--- config.mk ---
export PLATFORM = sky130hd
export DESIGN_NAME = instr_fetch_reg
export DESIGN_NICKNAME = d
export VERILOG_FILES = /design/src/rtl/instr_fetch_reg.sv
export SDC_FILE = /design/constraint.sdc
export NUM_CORES = 1
export LEC_CHECK = 0
export ABC_AREA = 1
export BUFFER_PORTS_ARGS = -buffer_cell sky130_fd_sc_hd__buf_4
export CAP_MARGIN = 0
export CELL_PAD_IN_SITES_DETAIL_PLACEMENT = 2
export CELL_PAD_IN_SITES_GLOBAL_PLACEMENT = 2
export CORE_ASPECT_RATIO = 1.4
export CORE_UTILIZATION = 29
export DETAILED_ROUTE_END_ITERATION = 16
export PLACE_DENSITY_LB_ADDON = 0.1
export SETUP_SLACK_MARGIN = 0.15
export SLEW_MARGIN = 20
export SYNTH_ARGS = -nofsm -noshare
export SYNTH_HDL_FRONTEND = slang
export SYNTH_SLANG_ARGS = --single-unit
--- constraint.sdc ---
create_clock -name clk -period 2.45 [get_ports clk]
set_clock_uncertainty 0.2 [all_clocks]
set_input_delay 0.245 -clock clk [delete_from_list [all_inputs] [get_ports clk]]
set_output_delay 0.245 -clock clk [all_outputs]
set_load 0.1 [all_outputs]
--- src/rtl/instr_fetch_reg.sv ---
// Fetch stage and instruction register for the multicycle RISC-V core.
// Owns PC/OldPC/IR and runs the imem request/acknowledge handshake.
module instr_fetch_reg #(
   parameter logic [31:0] RESET_PC  = 32'h0000_0000,
   parameter logic [31:0] NOP_INSTR = 32'h0000_0013
) (
   input  logic        clk,
   input  logic        rst_n,
   input  logic        fetch_start,
   input  logic        pc_write,
   input  logic [31:0] pc_next,
   output logic        imem_req,
   output logic [31:0] imem_addr,
   input  logic [31:0] imem_rdata,
   input  logic        imem_ack,
   output logic [31:0] instr,
   output logic [31:0] pc,
   output logic [31:0] old_pc,
   output logic        instr_valid,
   output logic        busy,
   output logic        misalign,
   output logic [31:0] fetch_count
);

   typedef enum logic [1:0] {
      IDLE = 2'd0,
      REQ  = 2'd1,
      DONE = 2'd2
   } state_t;

   state_t      state;
   state_t      state_nxt;
   logic [31:0] pend_pc;
   logic        pend_valid;
   logic        redirect_ok;
   logic        redirect_bad;

   // Alignment is judged when the redirect is presented, so a bad target never reaches pc or pend_pc.
   assign redirect_ok  = pc_write && (pc_next[1:0] == 2'b00);
   assign redirect_bad = pc_write && (pc_next[1:0] != 2'b00);

   always_ff @(posedge clk or negedge rst_n) begin
      if (!rst_n) begin
         state <= IDLE;
      end else begin
         // NOTE: sequential state uses non-blocking assignments so every register samples pre-edge values.
         state <= state_nxt;
      end
   end

   always_comb begin
      // NOTE: default assigned first so no path leaves state_nxt unassigned (no latch).
      state_nxt = state;
      case (state)
         IDLE:    if (fetch_start) state_nxt = REQ;
         REQ:     if (imem_ack)    state_nxt = DONE;
         DONE:    state_nxt = IDLE;
         default: state_nxt = IDLE;
      endcase
   end

   assign imem_req    = (state == REQ);
   assign busy        = (state == REQ);
   assign instr_valid = (state == DONE);
   assign imem_addr   = pc;

   always_ff @(posedge clk or negedge rst_n) begin
      if (!rst_n) begin
         pc          <= RESET_PC;
         old_pc      <= RESET_PC;
         instr       <= NOP_INSTR;
         pend_pc     <= RESET_PC;
         pend_valid  <= 1'b0;
         misalign    <= 1'b0;
         fetch_count <= '0;
      end else begin
         if (redirect_bad) misalign <= 1'b1;

         if (state == REQ) begin
            if (imem_ack) begin
               instr       <= imem_rdata;
               old_pc      <= pc;
               fetch_count <= fetch_count + 32'd1;
               pend_valid  <= 1'b0;
               // A redirect arriving with the ack is newer than anything pending.
               if (redirect_ok)     pc <= pc_next;
               else if (pend_valid) pc <= pend_pc;
               else                 pc <= pc + 32'd4;
            end else if (redirect_ok) begin
               pend_pc    <= pc_next;
               pend_valid <= 1'b1;
            end
         end else if (redirect_ok) begin
            pc <= pc_next;
         end
      end
   end

endmodule

==> results.ini <==
[worst_setup_path]
reg2reg_depth = 7
slowest_delay_ps = 550
crit_type = input port to register
arrival_ps = 2300
required_ps = 2580
slowest_stage = dlygate4sd3_1
regToRegEndpoint = imem_addr[5]$_DFFE_PN0P_
end_kind = register
worstReg2RegStart = state[1]$_DFFE_PN0P_
worstPathCellList = dlygate4sd3_1, buf_4, nand2_4, inv_2, nor2_4, inv_2, a21oi_1, o21ai_0, a22oi_1
crit_path_start_kind = input port
reg2reg_slack_ps = 370
cpMostUsedCell = inv_2
worstPathMaxFanout = 29

[sta]
worst_pin_slew_ps = 575
setup_viol_count_final = 0
slew-limit-headroom_pct = 61.6
period_needed_ps = 2170
fin_setup_tns_ps = 0
hold_viol_final = 0
rsz0062_at_grt = false
max_freq_mhz = 460
min_period_over_period_pct = 88.6
slew_viol_final = 0

[synth]
synth_area_leaders = dfrtp_1 48%, nand2_1 17%, o21ai_0 5.2%
yosysUniqueCellTypes = 37
synth_area_sq_um = 8450
syn_area_per_cell_sq_um = 7.67
synth.top_cell.area_share_pct = 47.7
ys_warn_count = 0
ys.flop_type = dfrtp_1
synth_nets = 1173
synth_area_leader_cell = dfrtp_1
ys_top_cells_by_count = 379 x nand2_1, 161 x dfrtp_1, 101 x nor2_1
synth_async_sr_flop_share_pct = 100
synth_cells = 1102
ys_seq_area_share_pct = 48.6
ys_seq_elements = 164
yosys.cell_count.top_type = nand2_1
synth_edf_count = 0

[drt]
first_pass_iters = 4
via_per_inst = 4.73
routed_wl_um = 33500
drcViolationCount = 0
vias = 8335
wl_per_cell_um = 19.0
first_iter_violations = 254
ant_nets = 0

[global_routing]
grt_overflow = 0
grt_use_total_pct = 23.1
grt_start_max_net_pins = 77
grt_pass1_vias = 9146
use_met3_pct = 3.62
use_met2_pct = 43.1
top_usage_layer = met2
grt_pass1_wl_um = 52300
grtUsageMet1_pct = 26.2
antenna_found_initial = 0

[final_layout]
layout-drive-gt1-share_pct = 23.7
final_cell_area_sq_um = 11700
diodes = 0
syn_to_final_growth_pct = 38.9
multi_input_area_sq_um = 3530
filler_cell_count = 3366
nets = 1445
seq_area_sq_um = 4120

[cts]
clock_latency_ps = 440
cts-root-buf = clkbuf_16
cts_tree = done
clk_path_buf_depth = 2
post_cts_buffers = 0
cts.sinks = 164
cts_buffers = 17
clkTransAtPathRegs_ps = 70
htree_levels = 4

[floorplan]
core_area_sq_um = 28500
floorplan.initialDensity_pct = 29.7
dieArea_sq_um = 29800
io_pins = 233
num_rows = 73
die_w_um = 146
die_h_um = 204

[placement]
dpl_cell_area_sq_um = 10500
port_buffers = 232
dp_hpwl_um = 24700
place_congestion = 0.835

[flow_run]
cap_violations = 0

[status]
status = complete, no violations

[min_path]
whs_endpoint = instr[17]$_DFFE_PN0P_
worstHoldStart = imem_ack
hold_path.class = input port to register
holdPathStages = 5

[critical path, delay by kind of cell]
family                 cells  cell delay [ps]
AO/OA/AOI/OAI              3              710
buffers and inverters      4             1030
AND/OR/NAND/NOR            2              320
[worst max-delay path by stage]
stage / start / end / slack [ps] / depth (start not counted)
final: pc_write / imem_addr[5]$_DFFE_PN0P_ / 280 / 9
after detailed placement: imem_addr[8]$_DFFE_PN0P_ / imem_addr[29]$_DFFE_PN0P_ / 360 / 9
after global routing: pc_write / imem_addr[5]$_DFFE_PN0P_ / 190 / 9
after CTS: state[1]$_DFFE_PN0P_ / fetch_count[5]$_DFFE_PN0P_ / 320 / 7
after global placement: imem_addr[8]$_DFFE_PN0P_ / imem_addr[29]$_DFFE_PN0P_ / 430 / 9
after floorplan: imem_addr[4]$_DFFE_PN0P_ / imem_addr[19]$_DFFE_PN0P_ / 150 / 9
[cell families after synthesis]
group	Yosys count	share of synthesized area (%)
simple gates	569	28.3
xor+xnor	30	3.20
flops	164	48.6
fa+ha+maj	2	0.296
compound gates	163	9.98
buf+inv	174	9.61
[sequential cells by signal, summed over array words and instances, names as in the netlist]
name         cells
imem_addr       32
state            2
pend_pc         32
fetch_count     32
old_pc          32
instr           32
misalign         1
pend_valid       1
[area by class of cell]
| cell class | count | area share [%] |
|---|---|---|
| repair buffers | 321 | 22.4 |
| well taps | 375 | 4.00 |
| multi-input cells | 764 | 30.1 |
| inverters | 106 | 3.39 |
| clock inverters | 12 | 1.02 |
| flip-flops and latches | 164 | 35.1 |
| clock buffers | 20 | 3.98 |
[routing by layer]
layer,up-vias,wire length [um]
met5,-,0
met4,0,1080
met3,45,822
met2,154,18000
met1,4166,13600
li1,3970,-
[layout by cell type (no fill, tap or decap), drive strengths merged]
cell         synthesis  layout
nor3                14      14
dfstp                3       3
dfrtp              161     161
nand2              385     385
a22oi                5       5
ha                   2       2
nand4                8       8
nor2               113     113
nand3               42      42
bufinv               0       1
clkbuf              19      20
xor2                21      21
a21oi               67      67
o21bai               1       1
clkinv               0       5
dlygate4sd3          0      67
nand3b               5       5
and2                 1       1
clkinvlp             0       2
xnor2                9       9
nor4                 1       1
o21ai               89      89
inv                106     110
o22ai                1       1
buf                 49     254
[through the flow]
| stage | hold slack, ps | std cells | utilization (%) | setup WS (ps) |
|---|---|---|---|---|
| 2_1_floorplan | -251 | 1102 | - | 153 |
| 3_3_place_gp | 38.9 | 1663 | 36.8 | 427 |
| 3_5_place_dp | 43.0 | 1663 | 36.8 | 361 |
| 4_1_cts | 23.4 | 1762 | 41.2 | 322 |
| 5_1_grt | 64.8 | 1762 | 41.2 | 195 |
| 6_report | 49.5 | 1762 | 41.2 | 278 |
[what timing repair did]
item	in CTS	in global routing
endpoints found under the setup margin	0	2
hold buffers	67	0
resized for setup	0	1
endpoints found under the hold margin	126	0
Power is left out: the tool's default activity adds up to more than one toggle a clock period on the data nets, which glitch-free logic cannot reach.
